$ cat src/rtl/cpu_control_sequencer_if.sv
// Control bundle between the sequencer and the accumulator datapath.
// master = sequencer side, slave = datapath side.
interface cpu_control_sequencer_if #(
    parameter int DATA_W = 8,
    parameter int CNT_W  = 16
) ();
    logic              start;
    logic [DATA_W-1:0] ir;
    logic              pc_clr;
    logic              pc_inc;
    logic              ar_ld_pc;
    logic              ar_ld_ir;
    logic              ar_ld_dr;
    logic              ir_ld;
    logic              mem_rd;
    logic              mem_wr;
    logic              alu_en;
    logic [2:0]        alu_op;
    logic              ac_ld;
    logic              ac_src;
    logic              busy;
    logic              halted;
    logic [3:0]        state;
    logic [CNT_W-1:0]  instr_cnt;

    modport master (
        input  start,
        input  ir,
        output pc_clr,
        output pc_inc,
        output ar_ld_pc,
        output ar_ld_ir,
        output ar_ld_dr,
        output ir_ld,
        output mem_rd,
        output mem_wr,
        output alu_en,
        output alu_op,
        output ac_ld,
        output ac_src,
        output busy,
        output halted,
        output state,
        output instr_cnt
    );

    modport slave (
        output start,
        output ir,
        input  pc_clr,
        input  pc_inc,
        input  ar_ld_pc,
        input  ar_ld_ir,
        input  ar_ld_dr,
        input  ir_ld,
        input  mem_rd,
        input  mem_wr,
        input  alu_en,
        input  alu_op,
        input  ac_ld,
        input  ac_src,
        input  busy,
        input  halted,
        input  state,
        input  instr_cnt
    );
endinterface

$ cat src/rtl/cpu_control_sequencer.sv
// Fetch/decode/execute sequencer for the 8-bit accumulator CPU.
// Strobes are registered: each edge loads the outputs of the state entered.
module cpu_control_sequencer #(
    parameter int ADDR_W = 4,
    parameter int DATA_W = 8,
    parameter int CNT_W  = 16
) (
    input logic                     CLK,
    input logic                     RST_N,
    cpu_control_sequencer_if.master bus
);

    typedef enum logic [3:0] {
        IDLE = 4'd0,
        CLR  = 4'd1,
        F0   = 4'd2,
        F1   = 4'd3,
        F2   = 4'd4,
        DEC  = 4'd5,
        IND0 = 4'd6,
        IND1 = 4'd7,
        E0   = 4'd8,
        E1   = 4'd9,
        HALT = 4'd10
    } state_t;

    typedef struct packed {
        logic       pc_clr;
        logic       pc_inc;
        logic       ar_ld_pc;
        logic       ar_ld_ir;
        logic       ar_ld_dr;
        logic       ir_ld;
        logic       mem_rd;
        logic       mem_wr;
        logic       alu_en;
        logic [2:0] alu_op;
        logic       ac_ld;
        logic       ac_src;
    } ctl_t;

    localparam logic [2:0] OP_ADD = 3'b000;
    localparam logic [2:0] OP_SUB = 3'b001;
    localparam logic [2:0] OP_XOR = 3'b010;
    localparam logic [2:0] OP_SHL = 3'b011;
    localparam logic [2:0] OP_LDA = 3'b100;
    localparam logic [2:0] OP_STA = 3'b101;
    localparam logic [2:0] OP_CMA = 3'b110;
    localparam logic [2:0] OP_HLT = 3'b111;

    function automatic logic [2:0] opc(input logic [DATA_W-1:0] i);
        return i[ADDR_W+2:ADDR_W];
    endfunction

    function automatic logic is_mem(input logic [2:0] op);
        return op inside {OP_ADD, OP_SUB, OP_XOR, OP_LDA, OP_STA};
    endfunction

    // Opcodes that need a data read in E0 and finish in E1.
    function automatic logic is_rd(input logic [2:0] op);
        return op inside {OP_ADD, OP_SUB, OP_XOR, OP_LDA};
    endfunction

    function automatic state_t f_next(
        input state_t            s,
        input logic              st,
        input logic [DATA_W-1:0] i
    );
        logic [2:0] op;
        state_t     n;
        op = opc(i);
        n  = IDLE;
        unique case (s)
            IDLE: n = st ? CLR : IDLE;
            CLR:  n = F0;
            F0:   n = F1;
            F1:   n = F2;
            F2:   n = DEC;
            DEC: begin
                if (op == OP_HLT)
                    n = HALT;
                else if (i[DATA_W-1] && is_mem(op))
                    n = IND0;
                else
                    n = E0;
            end
            IND0: n = IND1;
            IND1: n = E0;
            E0:   n = is_rd(op) ? E1 : F0;
            E1:   n = F0;
            HALT: n = st ? F0 : HALT;
            default: n = IDLE;
        endcase
        return n;
    endfunction

    function automatic ctl_t f_ctl(
        input state_t            s,
        input logic [DATA_W-1:0] i
    );
        logic [2:0] op;
        ctl_t       c;
        op = opc(i);
        c  = '0;
        unique case (s)
            CLR:  c.pc_clr   = 1'b1;
            F0:   c.ar_ld_pc = 1'b1;
            F1: begin
                c.mem_rd = 1'b1;
                c.pc_inc = 1'b1;
            end
            F2:   c.ir_ld    = 1'b1;
            DEC:  c.ar_ld_ir = 1'b1;
            IND0: c.mem_rd   = 1'b1;
            IND1: c.ar_ld_dr = 1'b1;
            E0: begin
                if (is_rd(op)) begin
                    c.mem_rd = 1'b1;
                end else if (op == OP_STA) begin
                    c.mem_wr = 1'b1;
                end else if (op == OP_SHL || op == OP_CMA) begin
                    c.alu_en = 1'b1;
                    c.alu_op = op;
                    c.ac_ld  = 1'b1;
                end
            end
            E1: begin
                if (op == OP_LDA) begin
                    c.ac_ld  = 1'b1;
                    c.ac_src = 1'b1;
                end else if (is_rd(op)) begin
                    c.alu_en = 1'b1;
                    c.alu_op = op;
                    c.ac_ld  = 1'b1;
                end
            end
            default: c = '0;
        endcase
        return c;
    endfunction

    state_t           cur;
    state_t           nxt;
    ctl_t             ctl;
    logic             busy_q;
    logic             halt_q;
    logic [CNT_W-1:0] cnt;
    logic             retire;

    assign nxt = f_next(cur, bus.start, bus.ir);

    assign retire = ((cur == E0 || cur == E1) && nxt == F0)
                  || (cur == DEC && nxt == HALT);

    // State, registered strobes, status flags and retire counter.
    always_ff @(posedge CLK or negedge RST_N) begin
        if (!RST_N) begin
            cur    <= IDLE;
            ctl    <= '0;
            busy_q <= 1'b0;
            halt_q <= 1'b0;
            cnt    <= '0;
        end else begin
            cur    <= nxt;
            ctl    <= f_ctl(nxt, bus.ir);
            busy_q <= (nxt != IDLE) && (nxt != HALT);
            halt_q <= (nxt == HALT);
            if (retire)
                cnt <= cnt + 1'b1;
        end
    end

    assign bus.pc_clr    = ctl.pc_clr;
    assign bus.pc_inc    = ctl.pc_inc;
    assign bus.ar_ld_pc  = ctl.ar_ld_pc;
    assign bus.ar_ld_ir  = ctl.ar_ld_ir;
    assign bus.ar_ld_dr  = ctl.ar_ld_dr;
    assign bus.ir_ld     = ctl.ir_ld;
    assign bus.mem_rd    = ctl.mem_rd;
    assign bus.mem_wr    = ctl.mem_wr;
    assign bus.alu_en    = ctl.alu_en;
    assign bus.alu_op    = ctl.alu_op;
    assign bus.ac_ld     = ctl.ac_ld;
    assign bus.ac_src    = ctl.ac_src;
    assign bus.busy      = busy_q;
    assign bus.halted    = halt_q;
    assign bus.state     = cur;
    assign bus.instr_cnt = cnt;

    // AR has a single write port; two load sources at once is a bug.
    a_ar_onehot: assert property (@(posedge CLK) disable iff (!RST_N)
        $onehot0({ctl.ar_ld_pc, ctl.ar_ld_ir, ctl.ar_ld_dr}));

endmodule

$ cat src/flat_wrapper.sv
// flat-port wrapper written by rule: the top's interface ports become plain ports
module cpu_control_sequencer_flat 
#(
    parameter int ADDR_W = 4,
    parameter int DATA_W = 8,
    parameter int CNT_W  = 16
)
  (CLK, RST_N, bus_start, bus_ir, bus_pc_clr, bus_pc_inc, bus_ar_ld_pc, bus_ar_ld_ir, bus_ar_ld_dr, bus_ir_ld, bus_mem_rd, bus_mem_wr, bus_alu_en, bus_alu_op, bus_ac_ld, bus_ac_src, bus_busy, bus_halted, bus_state, bus_instr_cnt);
  cpu_control_sequencer_if #(.DATA_W(DATA_W), .CNT_W(CNT_W)) bus_i ();
  input logic CLK;
  input logic RST_N;
  input wire logic [$bits(bus_i.start)-1:0] bus_start;
  input wire logic [$bits(bus_i.ir)-1:0] bus_ir;
  output wire logic [$bits(bus_i.pc_clr)-1:0] bus_pc_clr;
  output wire logic [$bits(bus_i.pc_inc)-1:0] bus_pc_inc;
  output wire logic [$bits(bus_i.ar_ld_pc)-1:0] bus_ar_ld_pc;
  output wire logic [$bits(bus_i.ar_ld_ir)-1:0] bus_ar_ld_ir;
  output wire logic [$bits(bus_i.ar_ld_dr)-1:0] bus_ar_ld_dr;
  output wire logic [$bits(bus_i.ir_ld)-1:0] bus_ir_ld;
  output wire logic [$bits(bus_i.mem_rd)-1:0] bus_mem_rd;
  output wire logic [$bits(bus_i.mem_wr)-1:0] bus_mem_wr;
  output wire logic [$bits(bus_i.alu_en)-1:0] bus_alu_en;
  output wire logic [$bits(bus_i.alu_op)-1:0] bus_alu_op;
  output wire logic [$bits(bus_i.ac_ld)-1:0] bus_ac_ld;
  output wire logic [$bits(bus_i.ac_src)-1:0] bus_ac_src;
  output wire logic [$bits(bus_i.busy)-1:0] bus_busy;
  output wire logic [$bits(bus_i.halted)-1:0] bus_halted;
  output wire logic [$bits(bus_i.state)-1:0] bus_state;
  output wire logic [$bits(bus_i.instr_cnt)-1:0] bus_instr_cnt;
  assign bus_i.start = bus_start;
  assign bus_i.ir = bus_ir;
  assign bus_pc_clr = bus_i.pc_clr;
  assign bus_pc_inc = bus_i.pc_inc;
  assign bus_ar_ld_pc = bus_i.ar_ld_pc;
  assign bus_ar_ld_ir = bus_i.ar_ld_ir;
  assign bus_ar_ld_dr = bus_i.ar_ld_dr;
  assign bus_ir_ld = bus_i.ir_ld;
  assign bus_mem_rd = bus_i.mem_rd;
  assign bus_mem_wr = bus_i.mem_wr;
  assign bus_alu_en = bus_i.alu_en;
  assign bus_alu_op = bus_i.alu_op;
  assign bus_ac_ld = bus_i.ac_ld;
  assign bus_ac_src = bus_i.ac_src;
  assign bus_busy = bus_i.busy;
  assign bus_halted = bus_i.halted;
  assign bus_state = bus_i.state;
  assign bus_instr_cnt = bus_i.instr_cnt;
  cpu_control_sequencer #(.ADDR_W(ADDR_W), .DATA_W(DATA_W), .CNT_W(CNT_W)) u_core (.CLK(CLK), .RST_N(RST_N), .bus(bus_i));
endmodule
$ cat config.mk
export PLATFORM = sky130hd
export DESIGN_NAME = cpu_control_sequencer_flat
export DESIGN_NICKNAME = d
export VERILOG_FILES = /design/src/rtl/cpu_control_sequencer_if.sv /design/src/rtl/cpu_control_sequencer.sv /design/src/flat_wrapper.sv
export SDC_FILE = /design/constraint.sdc
export NUM_CORES = 1
export LEC_CHECK = 0
export BUFFER_PORTS_ARGS = -buffer_cell sky130_fd_sc_hd__buf_4
export CORE_MARGIN = 8
export CORE_UTILIZATION = 35
export DETAILED_ROUTE_END_ITERATION = 10
export HOLD_SLACK_MARGIN = 0.1
export MAX_ROUTING_LAYER = met4
export PLACE_DENSITY_LB_ADDON = 0.08
export SYNTH_ARGS = -nofsm -noshare
export SYNTH_HDL_FRONTEND = slang
export SYNTH_SLANG_ARGS = --single-unit
$ cat constraint.sdc
create_clock -name CLK -period 2.1 [get_ports CLK]
set_clock_uncertainty 0.15 [all_clocks]
set_input_delay 0 -clock CLK [delete_from_list [all_inputs] [get_ports CLK]]
set_output_delay 0 -clock CLK [all_outputs]
set_load 0.005 [all_outputs]
# Word level (Yosys, flattened, before mapping)
# Index checks and enable logic that the tools add are counted.
# totals
inputBits	11
elab_cells	84
register_bits	36
# classes
n_mux	25
reduce_logical	14
n_addsub	1
n_eq_ne	28
# ops
operator	n
case mux 4 bit (10 select lines)	1
== test 4 x 3 -> 1 bit, second input constant	8
== test 4 bit, second input constant	6
2-to-1 mux 4 bit	5
adder 16 x 1 -> 16 bit, second input constant	1
== test 4 x 2 -> 1 bit, second input constant	4
2-to-1 mux 5 bit	3
2-to-1 mux 1 bit	13
== test 3 bit, second input constant	4
case mux 5 bit (2 select lines)	1
== test 4 x 1 -> 1 bit, second input constant	2
nonzero test 4 bit	2
== test 3 x 2 -> 1 bit, second input constant	2
2-to-1 mux 6 bit	1
nonzero test 5 bit	1
logical AND 1 bit	4
logical NOT 4 bit	1
inequality test 4 bit, second input constant	1
OR reduction 2 bit	2
== test 3 x 1 -> 1 bit, second input constant	1
logical NOT 3 bit	1
logical OR 1 bit	3
case mux 1 bit (2 select lines)	1

# Depth between registers and ports, before layout
# depth
ltp_word	9
mapped_depth	7

# Least setup slack after synthesis
# No wires, ideal clock.
# synth_timing
path_type	register to register
startpoint	register u_core.cur[2], in the netlist u_core.bus.state[2]
endpoint	register u_core.ctl, in the netlist u_core.bus.mem_rd
required_ns	1.824
stages_incl_launch_ff	7
n_path_buf	1
setup_slack_ns	0.100
arrival_ns	1.723
setup_time_ns	0.126
synth_period_minus_slack_ns	2.000
cell_sequence	dfrtp_1 buf_6 or3b_4 o22ai_1 a32oi_2 and2_4 a311o_1
# synth_via
elab_chain_len	6
word_cells_on_any_way	18
classes_between	13 x eq/ne; 2 x mux; 3 x reduce/logical
# synth_lines
item	line_no	text
start, declared	cpu_control_sequencer.sv:142	state_t cur;
start signal, assigned	cpu_control_sequencer.sv:164	cur <= nxt;
== test 4 x 1 -> 1 bit or == test 4 bit (tied branches)	cpu_control_sequencer.sv:73	unique case (s)
OR reduction 2 bit (no line)	-	
case mux 4 bit (10 select lines) *	cpu_control_sequencer.sv:73	
== test 4 x 2 -> 1 bit or == test 4 x 3 -> 1 bit (tied branches)	cpu_control_sequencer.sv:105	unique case (s)
OR reduction 2 bit (no line)	-	
case mux 1 bit (2 select lines) *	cpu_control_sequencer.sv:105	
end signal, assigned	cpu_control_sequencer.sv:165	ctl <= f_ctl(nxt, bus.ir);
end, declared	cpu_control_sequencer.sv:144	ctl_t ctl;
# Every way passes the cells marked *; elsewhere a longest branch is shown, timed or not.
# A chain may end at the register's enable or synchronous reset.

# Worst setup path after layout
# layout_timing
startpoint	register u_core.cur[2], in the netlist u_core.bus.state[2]
endpoint	register u_core.ctl, in the netlist u_core.bus.alu_op[0]
# layout_via
elab_chain_len	5
word_cells_on_any_way	16
classes_between	12 x eq/ne; 2 x mux; 2 x reduce/logical
# layout_lines
item	line_no
== test 4 x 1 -> 1 bit or == test 4 bit (tied branches)	cpu_control_sequencer.sv:73
OR reduction 2 bit (no line)	-
case mux 4 bit (10 select lines) *	cpu_control_sequencer.sv:73
== test 4 bit	cpu_control_sequencer.sv:105
case mux 5 bit (2 select lines) *	cpu_control_sequencer.sv:105
# Marked as above.

==> metrics.log <==
INFO  metric status = finished, final reports clean
INFO  metric final-seq-area = 902 um2
INFO  metric gp_congestion = 0.816
INFO  metric period_needed = 2.05 ns
INFO  metric synth_area_leaders = sky130_fd_sc_hd__dfrtp_1 53%, sky130_fd_sc_hd__xnor2_1 4.1%, sky130_fd_sc_hd__xor2_1 4.1%
INFO  metric reg2reg_slack = 0.05 ns
INFO  metric critical_path_peak_fanout = 9
INFO  metric yosys.area_share.adder = 1.41%
INFO  metric irDropWorstVdd = 0.000503 V
INFO  metric synth_top_cell_by_area = sky130_fd_sc_hd__dfrtp_1
INFO  metric vias_in_the_first_global_route = 1404
INFO  metric final.period_utilization = 97.6%
INFO  metric fin_nets = 217
INFO  metric dr.pass1.iters = 4
INFO  metric worst_hold_startpoint = u_core.bus.instr_cnt[15]
INFO  metric vias = 1357
INFO  metric synth-edff-count = 0
INFO  metric synthesized_area_per_cell = 11.3 um2
INFO  metric via_per_inst = 5.22
INFO  metric max_freq = 0.488 GHz
INFO  metric cp.arrival = 2.13 ns
INFO  metric row_count = 25
INFO  metric synth.ff_latch_count = 36
INFO  metric layout.filler_cells = 460
INFO  metric setup.worst_path.start = u_core.bus.state[2]
INFO  metric number_of_antenna_violations_at_the_first_check_in_global_routing = 0
INFO  metric multiInputGateArea = 736 um2
INFO  metric postPlaceCellArea = 2070 um2
INFO  metric die_y = 85.5 um
INFO  metric num_antenna_cells = 0
INFO  metric crit_path_end_kind = flip-flop
INFO  metric synth_sequential_area_ratio = 53.3%
INFO  metric p_comb_share = 38.5%
INFO  metric drt_iter0_markers = 41
INFO  metric wirelength = 4040 um
INFO  metric internal_power_summed_over_all_cells = 1.59 mW
INFO  metric sw_frac_of_total = 33.7%
INFO  metric powerDensity = 1070 nW/um2
INFO  metric most-common-layout-cells = 49 x sky130_fd_sc_hd__buf_4, 35 x sky130_fd_sc_hd__dfrtp_1, 14 x sky130_fd_sc_hd__nand2_1
INFO  metric worst_setup_hold_path_clk_slew = 0.07 ns
INFO  metric ioPinCount = 47
INFO  metric number_of_clock_sinks = 36
INFO  metric drive_above_1_share = 32.5%
INFO  metric tns = 0 ns
INFO  metric htree_num_levels = 2
INFO  metric grt_max_degree = 37
INFO  metric first_pass_grt_wire_length = 6760 um
INFO  metric yosys_warnings = 0
INFO  metric synthesized_area_fraction_occupied_by_ao_oa_aoi_and_oai_cells = 9.03%
INFO  metric static_leakage = 1.04 nW
INFO  metric groute.usage.overall = 11.9%
INFO  metric layout_commonest_cell = sky130_fd_sc_hd__buf_4
INFO  metric die_w = 85.5 um
INFO  metric worst_setup_path_start_kind = flip-flop
INFO  metric timing.rr.start = u_core.bus.state[2]
INFO  metric cts_buffers = 5
INFO  metric drtAntennaViolNets = 0
INFO  metric synth_cell_type_count = 48
INFO  metric synthDominantCellAreaShare = 53.3%
INFO  metric worstSkewPairLatency = 0.29 ns
INFO  metric final_hpwl_dp = 2930 um
INFO  metric netlist_area = 1690 um2
INFO  metric switching_power = 0.809 mW
INFO  metric capturing_element_of_the_worst_setup_path = u_core.bus.alu_op[0]
INFO  metric area_delta_synth_final = 33.2%
INFO  metric io_buffer_count = 42
INFO  metric mappedNetlistNets = 161
INFO  metric hold_viol_final = 0
INFO  metric synth_mux_area_share = 0%
INFO  metric ys.flop_type = sky130_fd_sc_hd__dfrtp_1
INFO  metric routed_wire_per_std_cell = 15.5 um
INFO  metric timing_max_transition_violations_final = 0
INFO  metric r2r-end = u_core.bus.alu_op[0]
INFO  metric floorplan.die_area = 7310 um2
INFO  metric worstHoldPathType = reg -> reg
INFO  metric worstRegToRegCells = 4
INFO  metric pwr-share-seq = 40.8%
INFO  metric worst-endpoint-required = 2.18 ns
INFO  metric globalRoute.totalOverflow = 0
INFO  metric synth-async-reset-ratio = 100%
INFO  metric basic_gate_share_of_the_synthesized_area_counting_and_or_nand_and_nor_cells = 24.4%
INFO  metric timing.final.setup_violations = 0
INFO  metric share_clk_of_total_power = 20.7%
INFO  metric cap_violations = 0
INFO  metric drt_drc_violations_left = 0
INFO  metric path_class = reg -> reg
INFO  metric cts.path.max_buffers = 2
INFO  metric std_cell_core_area = 4690 um2
INFO  metric final_design_area_no_fill = 2250 um2
INFO  metric initial_core_util = 36.0%
INFO  metric max_slew_margin = 57.0%
INFO  metric synth_cells = 149
INFO  metric cts_tree = done
INFO  metric yosys.area_share.xor_xnor = 8.29%
INFO  metric worst_slew_pin_slew = 0.642 ns
INFO  metric synth_top_family_by_area = simple AND/OR/NAND/NOR gates
INFO  metric cts_root_buffer = sky130_fd_sc_hd__clkbuf_8
==> how the worst min path moves through the flow <==
stage	depth (start not counted)	endpoint	slack, ns
final	1	u_core.bus.instr_cnt[15]	0.33
after global routing	1	u_core.bus.instr_cnt[15]	0.34
after CTS	1	u_core.bus.instr_cnt[15]	0.34
after detailed placement	1	u_core.bus.instr_cnt[9]	-0.16
after global placement	1	u_core.bus.instr_cnt[9]	-0.17
after floorplan	0	u_core.bus.ac_ld	-0.45
==> metrics by stage <==
stage          setup WS (ns)  std cells  utilization (%)  power [mW]  hold WS, ns
6_report              0.0507        260             48.0        2.40        0.332
5_1_grt              -0.0110        260             48.0        2.58        0.341
4_1_cts               0.0285        260             47.8        2.43        0.339
3_5_place_dp          0.0390        244             44.2        1.91       -0.162
3_3_place_gp          0.0609        244             44.2        1.90       -0.173
2_1_floorplan          0.100        149                -        1.46       -0.446
==> layout make-up <==
type | count | area share [%]
clock buffer | 8 | 4.00
timing repair buffer | 57 | 19.9
multi-input combinational | 103 | 32.7
inverter | 2 | 0.334
sequential | 36 | 40.1
tap | 54 | 3.00
==> synthesized netlist by cell type, types with 2 or more instances <==
| cell type | n |
|---|---|
| sky130_fd_sc_hd__clkbuf_1 | 2 |
| sky130_fd_sc_hd__buf_6 | 2 |
| sky130_fd_sc_hd__buf_2 | 3 |
| sky130_fd_sc_hd__a21oi_1 | 3 |
| sky130_fd_sc_hd__inv_1 | 2 |
| sky130_fd_sc_hd__nor3_1 | 9 |
| sky130_fd_sc_hd__xor2_1 | 8 |
| sky130_fd_sc_hd__a32o_1 | 2 |
| sky130_fd_sc_hd__nand2_1 | 14 |
| sky130_fd_sc_hd__dfrtp_1 | 36 |
| sky130_fd_sc_hd__nand4_1 | 7 |
| sky130_fd_sc_hd__and4b_1 | 2 |
| sky130_fd_sc_hd__and3_1 | 6 |
| sky130_fd_sc_hd__nand3_1 | 2 |
| sky130_fd_sc_hd__nor4b_1 | 2 |
| sky130_fd_sc_hd__xnor2_1 | 8 |
| sky130_fd_sc_hd__and2_1 | 3 |
| sky130_fd_sc_hd__nor2b_1 | 2 |
| sky130_fd_sc_hd__nor2_1 | 7 |
==> routing by layer <==
layer,global-route usage (%),routed length [um],up-vias
met5,-,0,-
met4,4.78,65,0
met3,4.78,271,6
met2,18.8,1960,30
met1,13.2,1740,671
li1,-,-,650
==> registers in the layout, indices dropped and copies added (netlist names) <==
| signal | flops |
|---|---|
| u_core.bus.ac_ld | 1 |
| u_core.bus.ac_src | 1 |
| u_core.bus.alu_en | 1 |
| u_core.bus.alu_op | 3 |
| u_core.bus.ar_ld_dr | 1 |
| u_core.bus.ar_ld_ir | 1 |
| u_core.bus.ar_ld_pc | 1 |
| u_core.bus.busy | 1 |
| u_core.bus.halted | 1 |
| u_core.bus.instr_cnt | 16 |
| u_core.bus.ir_ld | 1 |
| u_core.bus.mem_rd | 1 |
| u_core.bus.mem_wr | 1 |
| u_core.bus.pc_clr | 1 |
| u_core.bus.pc_inc | 1 |
| u_core.bus.state | 4 |
==> power groups by stage <==
stage / clock network, mW / logic [mW] / registers [mW]
after floorplan: 0 / 0.498 / 0.966
after global placement: 0 / 0.913 / 0.985
after detailed placement: 0 / 0.915 / 0.991
after CTS: 0.521 / 0.930 / 0.978
after global routing: 0.550 / 1.03 / 0.998
final: 0.497 / 0.924 / 0.981
==> worst max-delay path, stage by stage (launching register included) <==
cell and delay, ns:
sky130_fd_sc_hd__dfrtp_1 0.47, sky130_fd_sc_hd__or4b_4 0.57, sky130_fd_sc_hd__nor3_1 0.14, sky130_fd_sc_hd__dlygate4sd3_1 0.57, sky130_fd_sc_hd__o21a_1 0.10
==> what timing repair did <==
action	CTS	global route
gates resized for setup	0	2
hold endpoints to repair	49	0
setup endpoints to repair	0	11
hold buffers	8	0
setup buffers	0	0
==> logic make-up after synthesis <==
group           count (synthesis)
compound gates                 18
xor+xnor                       16
fa+ha+maj                       2
flops                          36
buf+inv                        10
simple gates                   67
Power figures use the tool's default switching activity.
